--- src/rtl/switch_allocator_pkg.sv ---
// switch_allocator_pkg: port indices, one-hot request codes and controller state encoding shared with switch_fabric
package switch_allocator_pkg;
    localparam int PORTS = 5;
    localparam int PORT_A = 0;
    localparam int PORT_B = 1;
    localparam int PORT_C = 2;
    localparam int PORT_D = 3;
    localparam int PORT_E = 4;
    localparam logic [4:0] RQS0 = 5'b00001;
    localparam logic [4:0] RQS1 = 5'b00010;
    localparam logic [4:0] RQS2 = 5'b00100;
    localparam logic [4:0] RQS3 = 5'b01000;
    localparam logic [4:0] RQS4 = 5'b10000;
    localparam logic IDLE = 1'b0;
    localparam logic BUSY = 1'b1;
    function automatic logic [4:0] onehot(input logic [2:0] idx);
        return 5'b00001 << idx;
    endfunction
endpackage

--- src/rtl/switch_allocator_rr_arbiter.sv ---
// rr_arbiter: one output port controller, round-robin grant held until the owner's transfer completes
//   req   candidate inputs (already masked), done = granted input finished, grant = registered one-hot owner
module rr_arbiter
    import switch_allocator_pkg::*;
(
    input  logic       clk,
    input  logic       reset,
    input  logic [4:0] req,
    input  logic       done,
    output logic [4:0] grant
);
    logic       state;
    logic [2:0] ptr;
    logic [2:0] win;
    logic [3:0] k;
    // walk from the farthest slot back to ptr so the nearest candidate is the last one kept
    always_comb begin
        win = ptr;
        k = '0;
        for (int j = PORTS - 1; j >= 0; j--) begin
            k = {1'b0, ptr} + 4'(j);
            k = (k >= 4'd5) ? k - 4'd5 : k;
            win = req[k[2:0]] ? k[2:0] : win;
        end
    end
    always_ff @(posedge clk) begin
        if (reset) begin
            state <= IDLE;
            ptr <= '0;
            grant <= '0;
        end else if (state == IDLE && |req) begin
            state <= BUSY;
            grant <= onehot(win);
            ptr <= (win == 3'd4) ? 3'd0 : win + 3'd1;
        end else if (state == BUSY && done) begin
            state <= IDLE;
            grant <= '0;
        end
    end
endmodule

--- src/rtl/switch_allocator.sv ---
// switch_allocator: per-output round-robin allocation of a 5-port router crossbar
//   req_vecX one-hot wanted output, xfer_doneX release pulse, sf_cfg_vecX fabric mux select, grant_vecX granted output
module switch_allocator
    import switch_allocator_pkg::*;
(
    input  logic       clk,
    input  logic       reset,
    input  logic [4:0] req_vecA,
    input  logic [4:0] req_vecB,
    input  logic [4:0] req_vecC,
    input  logic [4:0] req_vecD,
    input  logic [4:0] req_vecE,
    input  logic       xfer_doneA,
    input  logic       xfer_doneB,
    input  logic       xfer_doneC,
    input  logic       xfer_doneD,
    input  logic       xfer_doneE,
    output logic [4:0] sf_cfg_vecA,
    output logic [4:0] sf_cfg_vecB,
    output logic [4:0] sf_cfg_vecC,
    output logic [4:0] sf_cfg_vecD,
    output logic [4:0] sf_cfg_vecE,
    output logic [4:0] grant_vecA,
    output logic [4:0] grant_vecB,
    output logic [4:0] grant_vecC,
    output logic [4:0] grant_vecD,
    output logic [4:0] grant_vecE
);
    localparam logic [4:0] RQS [PORTS] = '{RQS0, RQS1, RQS2, RQS3, RQS4};
    logic [4:0] req [PORTS];
    logic [4:0] cfg [PORTS];
    logic [4:0] gnt [PORTS];
    logic [4:0] xfer_done;
    assign req[PORT_A] = req_vecA;
    assign req[PORT_B] = req_vecB;
    assign req[PORT_C] = req_vecC;
    assign req[PORT_D] = req_vecD;
    assign req[PORT_E] = req_vecE;
    assign xfer_done = {xfer_doneE, xfer_doneD, xfer_doneC, xfer_doneB, xfer_doneA};
    genvar o, i;
    for (o = 0; o < PORTS; o++) begin : g_out
        logic [4:0] cand;
        // exact one-hot match drops multi-bit requests; inputs already holding a grant are not candidates
        for (i = 0; i < PORTS; i++) begin : g_in
            assign cand[i] = (req[i] == RQS[o]) && (gnt[i] == '0);
        end
        rr_arbiter u_arb (
            .clk   (clk),
            .reset (reset),
            .req   (cand),
            .done  (|(cfg[o] & xfer_done)),
            .grant (cfg[o])
        );
    end
    always_comb begin
        for (int a = 0; a < PORTS; a++) begin
            gnt[a] = '0;
            for (int b = 0; b < PORTS; b++) gnt[a][b] = cfg[b][a];
        end
    end
    assign sf_cfg_vecA = cfg[PORT_A];
    assign sf_cfg_vecB = cfg[PORT_B];
    assign sf_cfg_vecC = cfg[PORT_C];
    assign sf_cfg_vecD = cfg[PORT_D];
    assign sf_cfg_vecE = cfg[PORT_E];
    assign grant_vecA = gnt[PORT_A];
    assign grant_vecB = gnt[PORT_B];
    assign grant_vecC = gnt[PORT_C];
    assign grant_vecD = gnt[PORT_D];
    assign grant_vecE = gnt[PORT_E];
endmodule

--- config.mk ---
export PLATFORM = sky130hd
export DESIGN_NAME = switch_allocator
export DESIGN_NICKNAME = d
export VERILOG_FILES = /design/src/rtl/switch_allocator_pkg.sv /design/src/rtl/switch_allocator_rr_arbiter.sv /design/src/rtl/switch_allocator.sv
export SDC_FILE = /design/constraint.sdc
export NUM_CORES = 1
export LEC_CHECK = 0
export ABC_AREA = 1
export BUFFER_PORTS_ARGS = -buffer_cell sky130_fd_sc_hd__buf_4
export CAP_MARGIN = 20
export CORE_MARGIN = 2
export CORE_UTILIZATION = 61
export CTS_CLUSTER_DIAMETER = 100
export DETAILED_ROUTE_END_ITERATION = 8
export GPL_ROUTABILITY_DRIVEN = 0
export GPL_TIMING_DRIVEN = 0
export PLACE_DENSITY_LB_ADDON = 0.12
export SYNTH_ARGS = -nofsm -noshare
export SYNTH_HDL_FRONTEND = slang
export SYNTH_SLANG_ARGS = --single-unit
--- constraint.sdc ---
create_clock -name clk -period 4.2 [get_ports clk]
set_input_delay 0.42 -clock clk [delete_from_list [all_inputs] [get_ports clk]]
set_output_delay 0.42 -clock clk [all_outputs]
set_load 0.1 [all_outputs]
==> results of run 1 <==
final timing paths:
| kind | start | endpoint | cells after the start |
|---|---|---|---|
| max | g_out[0].u_arb.ptr[0] | g_out[0].u_arb.ptr[2] | 22 |
| min | g_out[2].u_arb.state | g_out[2].u_arb.state | 2 |
| max reg2reg | g_out[0].u_arb.ptr[0] | g_out[0].u_arb.ptr[2] | 22 |
| min reg2reg | g_out[2].u_arb.state | g_out[2].u_arb.state | 2 |
metal layers:
metal	up-vias	wire length [µm]
li1	4418	-
met1	3885	9060
met2	316	9830
met3	34	1490
met4	0	393
met5	-	0
sequential cells by signal, summed over array words and instances, names as in the netlist:
register	count
g_out.u_arb.ptr	15
g_out.u_arb.state	5
g_out.u_arb.grant	25
layout by cell type (no fill, tap or decap), types with 42 or more instances in the layout:
cell                        n
sky130_fd_sc_hd__inv_1    192
sky130_fd_sc_hd__dfxtp_1   45
sky130_fd_sc_hd__nor2_1   112
sky130_fd_sc_hd__ha_1      53
sky130_fd_sc_hd__nand2_1  389
sky130_fd_sc_hd__nand3_1  119
sky130_fd_sc_hd__a21oi_1   87
sky130_fd_sc_hd__nand4_1   42
sky130_fd_sc_hd__o21ai_0   73
sky130_fd_sc_hd__buf_4    110
kinds of logic after synthesis:
family	Yosys count
flip-flops	45
buffers and inverters	238
adder cells (fa/ha/maj)	58
AO/OA/AOI/OAI	232
AND/OR/NAND/NOR	707
XOR/XNOR	27
Yosys cell counts, types with 2 or more instances:
cell type,instances
sky130_fd_sc_hd__nand2_1,389
sky130_fd_sc_hd__inv_1,192
sky130_fd_sc_hd__nand3_1,119
sky130_fd_sc_hd__nor2_1,112
sky130_fd_sc_hd__a21oi_1,87
sky130_fd_sc_hd__o21ai_0,73
sky130_fd_sc_hd__ha_1,53
sky130_fd_sc_hd__dfxtp_1,45
sky130_fd_sc_hd__nand4_1,42
sky130_fd_sc_hd__buf_4,29
sky130_fd_sc_hd__o21ai_1,21
sky130_fd_sc_hd__xor2_1,18
sky130_fd_sc_hd__nor3_1,14
sky130_fd_sc_hd__o211ai_1,13
sky130_fd_sc_hd__nand2_2,8
sky130_fd_sc_hd__a21oi_2,7
sky130_fd_sc_hd__inv_2,7
sky130_fd_sc_hd__nand3b_1,7
sky130_fd_sc_hd__xnor2_1,6
sky130_fd_sc_hd__fa_1,5
sky130_fd_sc_hd__nor2_2,5
sky130_fd_sc_hd__o22ai_1,5
sky130_fd_sc_hd__clkbuf_1,4
sky130_fd_sc_hd__o21ai_2,4
sky130_fd_sc_hd__or2_2,4
sky130_fd_sc_hd__a21boi_0,3
sky130_fd_sc_hd__a221oi_1,3
sky130_fd_sc_hd__buf_2,3
sky130_fd_sc_hd__nor4_1,3
sky130_fd_sc_hd__a211oi_1,2
sky130_fd_sc_hd__a21oi_4,2
sky130_fd_sc_hd__a22o_1,2
sky130_fd_sc_hd__clkinv_1,2
sky130_fd_sc_hd__o21ai_4,2
sky130_fd_sc_hd__o21bai_2,2
sky130_fd_sc_hd__xor2_2,2
stage by stage:
stage / std cells / setup WS, ns / utilization
floorplan: 1307 / 0.811 / -
global placement: 1531 / 0.375 / 0.700
detailed placement: 1531 / 0.325 / 0.700
CTS: 1539 / 0.285 / 0.712
global route: 1539 / 0.0576 / 0.713
finish: 1539 / 0.383 / 0.713
critical path: stages, from the launching register on:
cell,delay (ns)
sky130_fd_sc_hd__dfxtp_1,0.33
sky130_fd_sc_hd__buf_2,0.18
sky130_fd_sc_hd__inv_1,0.22
sky130_fd_sc_hd__ha_1,0.19
sky130_fd_sc_hd__inv_1,0.05
sky130_fd_sc_hd__fa_1,0.39
sky130_fd_sc_hd__a21oi_1,0.26
sky130_fd_sc_hd__inv_1,0.09
sky130_fd_sc_hd__o21ai_0,0.38
sky130_fd_sc_hd__a21oi_1,0.07
sky130_fd_sc_hd__o21ai_0,0.10
sky130_fd_sc_hd__nand3_1,0.14
sky130_fd_sc_hd__o21ai_0,0.15
sky130_fd_sc_hd__a21oi_1,0.07
sky130_fd_sc_hd__nand2_1,0.08
sky130_fd_sc_hd__nand2_1,0.06
sky130_fd_sc_hd__nand3_1,0.07
sky130_fd_sc_hd__nand2_1,0.12
sky130_fd_sc_hd__ha_1,0.24
sky130_fd_sc_hd__ha_1,0.28
sky130_fd_sc_hd__nor2_1,0.10
sky130_fd_sc_hd__nand2_1,0.07
sky130_fd_sc_hd__a21oi_1,0.12
timing repair:
item / CTS / global route
endpoints found under the setup margin: 0 / 2
resized for setup: 0 / 2
hold endpoints to repair: 0 / 0
final cells by class:
class                   instances  area, µm²  share of cell area
plain buffers                  36        248              0.0301
multi-input cells            1024       5410               0.656
well taps                     143        179              0.0217
repair buffers                 81        608              0.0738
clock buffers                   6        129              0.0156
inverters                     202        761              0.0923
flip-flops and latches         45        901               0.109
clock inverters                 2       10.0             0.00121
==> run summary, run 1 <==
The flip-flop and latch count after synthesis is 45, and the xor/xnor share of the synthesized area is 0.0370. The mapped cell area was 7310 µm². Counting I/O delays and the setup requirement, the final critical path takes 3.82 ns. Mux contribution to synthesized area: 0. The critical path in this run is classified as flop to flop. The clock tree synthesis step divided the H-tree into 2 levels.

Hold repair after CTS inserted 0 buffers. The post-synthesis share of cell area spent on full adders, half adders and majority gates works out to 0.104. The tools report the number of inserted diodes as 0. From synthesis to final layout, the design area changed by 12.7%. The run finished with clean final reports.

The fraction of final layout cells sized beyond drive strength 1 is 0.121. After clock tree synthesis, the setup repair step added 0 buffers. The global routing usage on met2 came out at 0.563. At the pin with the least slew margin, the transition time is 0.798 ns.

The tools report the sequential-to-total area share from yosys stat as 0.123. Counting flops with a built-in enable in the synthesized netlist gives 0. The peak clock frequency supported by timing came out at 262 MHz. Final hold analysis gives a worst-case slack of 0.478 ns. The routed via count divided by cell count was 5.62.

The routed layout has 8653 vias. The floorplan step defined a die boundary enclosing 12900 µm². Clock tree synthesis selected as its root buffer the cell sky130_fd_sc_hd__clkbuf_16. The die is 113 µm tall. The maximum number of pins on one net before global-route repair came out at 14. In the final timing run, aggregate negative setup slack is 0 ns. DRC violations left: 0. After synthesis, the largest family of logic cells by area is simple AND/OR/NAND/NOR gates.

The fraction of the cycle the final worst path needs was 0.909; the simple-gate portion of the synthesized area was 0.413. Among all flip-flop cells after synthesis, the most frequent one is sky130_fd_sc_hd__dfxtp_1. Setup repair after global routing left no endpoint under its margin.

Number of cells produced by synthesis: 1307. The routing usage on met1 is 0.413, and the compound-gate portion of the synthesized area is 0.184. The number of nets in the synthesized netlist is 1397. Summed over all layers, the global routing overflow is 0.

The logs give 0 for the final count of pins violating max slew and 4.03 ns for the endpoint arrival time on the critical path. Clock tree synthesis inserted a total of 5 buffers. The top-level port count was 82. The largest fanout on the critical path works out to 7. The fraction of registers with async set/reset was 0.

Summed over all nets, the half-perimeter wirelength after detailed placement is 16.8 mm. The clock reaches the later pin of the worst-skew pair after 0.29 ns. The average instance area after synthesis came out at 5.60 µm².

The overall routing resource usage is 0.318. Fill cells in the final layout number 1083. The average detailed-routed wire length per instance was 13.5 µm.

The final wirelength is 20.8 mm. The endpoint kind of the worst setup timing path is a flop. For the via count of the first global-routing pass, the log shows 7688. The final-report hold violation count is 0, and the number of iterations in the first detailed-routing pass is 6.

The fraction of synthesized cell area taken by the top area cell type is 0.200, and the cell row count is 39. Clock tree synthesis found a total of 45 sinks. met2 is the most crowded layer. At the end of the flow, the number of nets in the layout was 1485. For this block, the initial DRC count from the detailed router was 833. The tool flagged a number of max-cap violations equal to 0. The first global-routing pass estimated 34.5 mm of wire. The number of synthesis warnings was 0.

Setup violations remaining at the end of the flow were counted as 0. By area the synthesized netlist is led by sky130_fd_sc_hd__nand2_1, sky130_fd_sc_hd__dfxtp_1, sky130_fd_sc_hd__inv_1. TritonCTS built the clock tree.

The tools report the initial core utilization as 0.632. The largest total area in the synthesized netlist belongs to sky130_fd_sc_hd__nand2_1. The worst setup skew after layout was 0.00636 ns; the area of the core was 11600 µm².

The worst setup path is launched from a flop. Class of the tightest hold or removal check: flop to flop. The floorplan step set the die width to 113 µm. The number of antenna violations at the first check in global routing was 0. The port buffer count is 81.

In this run the register-to-register setup slack is 0.38 ns. The synthesized netlist contains 48 unique library cells. For the worst relative slew slack, the log shows 0.464.

The run gives 0.0372 as the met3 layer usage reported by global route. The logs give 4.41 ns for the critical path required time and 2 for the clock tree buffer depth. The tools report the post-placement cell area as 8100 µm².

The register clock-pin slew on the reported worst setup and hold paths works out to 0.06 ns. The count of antenna-violating nets left after detailed routing was 0; the final cell area excluding filler cells was 8240 µm².
Power of run 1 is not shown: default switching activity piles up to over one toggle a cycle in this logic, so the estimate is an artifact.
==> run 2: changes to the inputs <==
RECOVER_POWER = 50   (was not set)
REMOVE_ABC_BUFFERS = 1   (was not set)
==> run summary, run 2 (synthesis results as in run 1) <==
The level count of the clock H-tree was 2 (unchanged); the actual slew at the worst max-slew pin was 1.18 ns (+0.379 ns). Clock sink count: 45 (unchanged). The fraction of final layout cells sized beyond drive strength 1 was 0.0677 (-0.0534). The worst setup skew after layout is 0.00894 ns (+0.00258 ns).

The slowest cell on the critical path is sky130_fd_sc_hd__dfxtp_1. For the top-level port count, the log shows 82 (unchanged). The port buffer count works out to 81 (unchanged).

The worst setup path is captured at a flop. The tools report the cell row count as 39 (unchanged). In this run the worst setup path begins at g_out[0].u_arb.ptr[0].

For the DRC marker count from the first detailed-route iteration, the log shows 751 (-9.8%). First-pass GRT wire length: 32.9 mm (-4.6%). For the initial core utilization, the log shows 0.632 (unchanged). The class of the tightest hold or removal check was flop to flop. The DRC violations left came out at 0 (unchanged).

The maximum number of pins on one net before global-route repair is 41 (+27), and the hold-fix buffer count after cts is 0 (unchanged). Cell depth of the worst flop-to-flop path: 21 (-4.5%). The critical path ends at g_out[0].u_arb.ptr[2]. TritonCTS built the clock tree.

The setup TNS was 0 ns (unchanged); the final count of pins violating max slew was 0 (unchanged). The stage delay of the slowest cell on the critical path was 0.44 ns (+0.05 ns); the die area was 12900 µm² (unchanged). The via count of the routed design came out at 8431 (-2.6%).

In this run the most critical hold path is launched from g_out[2].u_arb.state. Walking the worst path, the cells encountered are inv_1, ha_1, inv_1, fa_1, a21oi_1, inv_1, o21ai_0, a21oi_1, o21ai_0, nand3_1, o21ai_0, a21oi_1, nand2_1, nand2_1, nand3_1, nand2_1, ha_1, ha_1, nor2_1, nand2_1, a21oi_1. The tools report the number of maximum-capacitance constraint violations as 0 (unchanged). Leaving out fill and tap cells, the most frequent cell in the layout is sky130_fd_sc_hd__nand2_1.

The worst relative slew slack was 0.219 (-0.245); the number of inserted diodes was 0 (unchanged). The number of iterations in the first detailed-routing pass came out at 7 (+1). In the layout the commonest cells are sky130_fd_sc_hd__nand2_1, sky130_fd_sc_hd__inv_1, sky130_fd_sc_hd__nand3_1, sky130_fd_sc_hd__nor2_1, sky130_fd_sc_hd__a21oi_1. The logs give 1449 (-2.4%) for the final net count and 0 (unchanged) for the final-report hold violation count. Peak clock frequency supported by timing: 266 MHz (+1.6%). The tools report the clock insertion delay at the later pin of the skew report as 0.29 ns (about the same). The overall routing resource usage is 0.305 (-0.0137).

The CTS root buffer was sky130_fd_sc_hd__clkbuf_16. The core utilization of the finished layout was 0.678 (-0.0348). The run finished with clean final reports. The routed via count divided by cell count is 5.61 (-0.17%). The fraction of the cycle the final worst path needs works out to 0.894 (-0.0144).

The die span in y was 113 µm (unchanged). The endpoint arrival time on the critical path was 3.97 ns (-0.06 ns); the final wirelength was 19.7 mm (-5.1%). The tools report the leftover overflow at the end of global routing as 0 (unchanged). In this run the critical register-to-register path is launched from g_out[0].u_arb.ptr[0]. The area of the core is 11600 µm² (unchanged), and the post-route minimum period is 3.76 ns (-0.0606 ns). The flip-flop count of the largest register after layout was 25 (unchanged); the critical path required time was 4.42 ns (about the same).

By startpoint and endpoint, the worst setup path is classified as flop to flop. The number of antenna violations at the first check in global routing was 0 (unchanged); the die span in x was 113 µm (unchanged). For the final-report setup violation count, the log shows 0 (unchanged).

The via count of the first global-routing pass is 7188 (-6.5%). The tools report the startpoint kind of the worst setup timing path as a flop. The most flop-heavy register was g_out.u_arb.grant.

The register clock-pin slew on the reported worst setup and hold paths is 0.07 ns (about the same). CTS buffer count: 5 (unchanged). Clock tree buffer depth: 2 (unchanged).

The area growth from synthesis to layout was 7.20%; the average detailed-routed wire length per instance was 13.1 µm (-2.8%). The largest fanout on the critical path came out at 9 (+2). The run gives 0.44 ns (+0.06 ns) as the slack of the worst reg-to-reg path.

Terminus of the critical flop-to-flop path: g_out[0].u_arb.ptr[2]. The largest registers in the layout are g_out.u_arb.grant (25), g_out.u_arb.ptr (15), g_out.u_arb.state (5). The logs give 15.9 mm (-5.1%) for the detailed placer's ending HPWL and 0 (unchanged) for the count of antenna-violating nets left after detailed routing. Setup repair after global routing left no endpoint under its margin.
-- run 2: worst min path at each step --
stage	depth (start not counted)	end	slack, ns
after global routing	2	g_out[2].u_arb.state	0.50
after CTS	2	g_out[2].u_arb.state	0.46
after detailed placement	2	g_out[2].u_arb.state	0.46
final	2	g_out[2].u_arb.state	0.47
after floorplan	2	g_out[2].u_arb.state	0.44
after global placement	2	g_out[4].u_arb.state	0.45
-- run 2: repair_timing --
action / CTS / global route
endpoints found under the setup margin: 0 / 6
gates resized for setup: 0 / 5
buffers inserted: 0 / 0
-- run 2: worst max-delay path: cells and delay by family (launching register included) --
kind | cells | cell delay, ns
compound gates | 7 | 1.16
fa+ha+maj | 4 | 1.07
buf+inv | 3 | 0.39
flops | 1 | 0.44
simple gates | 7 | 0.61
-- run 2: area by class of cell --
cell class,count,area (µm²)
inverters,202,761
flip-flops and latches,45,905
well taps,143,179
clock buffers,5,125
multi-input cells,1024,5400
clock inverters,2,35.0
repair buffers,81,432
fillers,1129,3720
-- run 2: per-layer routing --
metal  GRT usage  wire length (µm)  vias up
li1            -                 -     4355
met1       0.418              8940     3708
met2       0.507              8940      336
met3      0.0425              1420       32
met4      0.0772               401        0
met5           0                 0        -
-- run 2: stage by stage --
stage                     cells  instance area (µm²)  hold WS [ns]  setup WS (ns)
after floorplan            1271                 7070         0.437          0.278
final                      1502                 7840         0.467          0.443
after global routing       1502                 7840         0.500         0.0501
after detailed placement   1495                 7850         0.455          0.355
after CTS                  1502                 8010         0.465          0.318
after global placement     1495                 7850         0.454          0.361
Power of run 2 is left out for the same reason.
==> run 3: changes to the inputs <==
CORE_UTILIZATION = 62   (was 61)
CTS_BUF_LIST = sky130_fd_sc_hd__clkbuf_4 sky130_fd_sc_hd__clkbuf_8   (was not set)
==> run summary, run 3 (synthesis results as in run 1) <==
The flow ran to the end, and the final reports show no timing, DRC or antenna violations. The tools report the top-level port count as 82 (unchanged). The worst relative slew slack is 0.223 (+0.00421). The tools report the leftover overflow at the end of global routing as 0 (unchanged). Setup repair after global routing left no endpoint under its margin. Count of antenna-violating nets left after detailed routing: 0 (unchanged).

The area of the core came out at 11500 µm² (-0.84%). Startpoint kind of the worst setup timing path: a flop. The tools report the via count of the routed design as 8490 (+0.70%). The port buffer count works out to 81 (unchanged).

The post-route minimum period works out to 3.81 ns (+0.0507 ns). The largest registers in the layout are g_out.u_arb.grant (25), g_out.u_arb.ptr (15), g_out.u_arb.state (5). The area growth from synthesis to layout is 6.66%. For the setup TNS, the log shows 0 ns (unchanged).

The routed via count divided by cell count works out to 5.65 (+0.63%). The tools report the final wirelength as 19.8 mm (+0.69%). Count of cells resized by post-cts repair: 0 (unchanged). Critical path launch point: g_out[4].u_arb.ptr[0]. The fraction of final layout cells sized beyond drive strength 1 is 0.0684 (+0.000686), and the clock tree buffer depth is 2 (unchanged). The tools report the die area as 12700 µm² (-1.6%). The flip-flop count of the largest register after layout came out at 25 (unchanged). The number of antenna violations at the first check in global routing is 0 (unchanged), and the number of iterations in the first detailed-routing pass is 5 (-2).

The tools report the maximum number of pins on one net before global-route repair as 41 (unchanged). Final-report hold violation count: 0 (unchanged). The DRC violations left was 0 (unchanged); the overall routing resource usage was 0.310 (+0.00574). Leaving out fill and tap cells, the most frequent cell in the layout is sky130_fd_sc_hd__nand2_1. Footprint of the multi-input gates: 5400 µm² (unchanged). The peak clock frequency supported by timing is 263 MHz (-1.3%). The path class of the tightest hold or removal check is primary input to flop. The logs give 762 (+1.5%) for the DRC marker count from the first detailed-route iteration and 33.6 mm (+2.1%) for the first-pass GRT wire length. The run gives 5 (unchanged) as the CTS buffer count. The largest fanout on the critical path works out to 9 (unchanged). The final net count was 1449 (unchanged).

The tools report the clock insertion delay at the later pin of the skew report as 0.32 ns (+0.03 ns). TritonCTS built the clock tree. The cell row count is 39 (unchanged), and the core utilization of the finished layout is 0.680 (+0.00228).

Via count of the first global-routing pass: 7435 (+3.4%). The fraction of the cycle the final worst path needs is 0.906 (+0.0121), and the actual slew at the worst max-slew pin is 1.17 ns (-0.00635 ns). The die span in y is 113 µm (-0.78%). The tools report the endpoint kind of the worst setup timing path as a flop.

The tools report the critical path required time as 4.46 ns (+0.04 ns). Beginning of the worst register-to-register path: g_out[4].u_arb.ptr[0]. The initial core utilization is 0.638 (+0.00538), and the number of fillers in the final layout is 1102 (-2.4%).

The average detailed-routed wire length per instance was 13.2 µm (+0.62%). The final-report setup violation count is 0 (unchanged), and the number of inserted diodes is 0 (unchanged). For the detailed placer's ending HPWL, the log shows 16.0 mm (+0.30%). Endpoint arrival time on the critical path: 4.06 ns (+0.09 ns). Critical path class: flop to flop. The clock sink count is 45 (unchanged), and the hold-fix buffer count after cts is 0 (unchanged). Die span in x: 113 µm (-0.78%). The sequential cell area was 905 µm² (unchanged); the register clock-pin slew on the reported worst setup and hold paths was 0.09 ns (+0.02 ns). The level count of the clock H-tree is 2 (unchanged), and the buffers inserted during post-CTS setup optimization is 0 (unchanged). The top cell types in the final layout, fill and taps aside, are sky130_fd_sc_hd__nand2_1, sky130_fd_sc_hd__inv_1, sky130_fd_sc_hd__nand3_1, sky130_fd_sc_hd__nor2_1, sky130_fd_sc_hd__a21oi_1. The slack of the worst reg-to-reg path came out at 0.39 ns (-0.05 ns). The tools report the CTS root buffer as sky130_fd_sc_hd__clkbuf_8. The hold path startpoint was xfer_doneB. For the worst setup skew after layout, the log shows 0.00987 ns (+0.000927 ns). The most flop-heavy register is g_out.u_arb.grant. The number of maximum-capacitance constraint violations came out at 0 (unchanged). The final-layout worst hold slack is 0.462 ns (-0.00420 ns), and the final count of pins violating max slew is 0 (unchanged).
## run 3: layout make-up
type	instances	area share
Sequential cell	45	0.116
Inverter	202	0.0975
Timing Repair Buffer	81	0.0553
Clock inverter	1	0.00385
Multi-Input combinational cell	1024	0.693
Tap cell	143	0.0229
Clock buffer	7	0.0115
## run 3: worst max-delay path, cell delays in order, from the launching register on
cell                       delay (ns)
sky130_fd_sc_hd__dfxtp_2         0.40
sky130_fd_sc_hd__inv_1           0.22
sky130_fd_sc_hd__ha_1            0.19
sky130_fd_sc_hd__inv_1           0.05
sky130_fd_sc_hd__fa_1            0.40
sky130_fd_sc_hd__nor2_1          0.14
sky130_fd_sc_hd__nor2_1          0.09
sky130_fd_sc_hd__xor2_1          0.23
sky130_fd_sc_hd__inv_1           0.12
sky130_fd_sc_hd__a21oi_1         0.14
sky130_fd_sc_hd__o21ai_0         0.10
sky130_fd_sc_hd__nand2_1         0.08
sky130_fd_sc_hd__nand2_1         0.08
sky130_fd_sc_hd__nand2_1         0.10
sky130_fd_sc_hd__a21oi_1         0.05
sky130_fd_sc_hd__nand2_1         0.09
sky130_fd_sc_hd__nand2_1         0.06
sky130_fd_sc_hd__a21boi_0        0.34
sky130_fd_sc_hd__inv_1           0.12
sky130_fd_sc_hd__ha_1            0.22
sky130_fd_sc_hd__ha_1            0.27
sky130_fd_sc_hd__nor2_1          0.10
sky130_fd_sc_hd__nand2_1         0.06
sky130_fd_sc_hd__a21oi_1         0.11
## run 3: per-layer routing
metal / share of wire / global-route usage / vias to the layer above
met3: 0.076 / 0.0383 / 33
met5: 0 / 0 / -
met2: 0.46 / 0.524 / 303
met1: 0.44 / 0.426 / 3812
met4: 0.018 / 0.0675 / 0
li1: - / - / 4342
## run 3: path summary, 6_finish.rpt
path,depth (start not counted),endpoint
setup / recovery,23,g_out[4].u_arb.ptr[2]
hold / removal,4,g_out[2].u_arb.state
setup reg to reg,23,g_out[4].u_arb.ptr[2]
hold reg to reg,2,g_out[2].u_arb.state
## run 3: per-stage QoR
step	worst slack, ns	cells	area, µm²
after floorplan	0.278	1271	7070
after global placement	0.389	1495	7850
after detailed placement	0.303	1495	7850
after CTS	0.278	1503	7970
after global routing	0.0673	1503	7800
final	0.393	1503	7800
Power of run 3 is left out for the same reason.
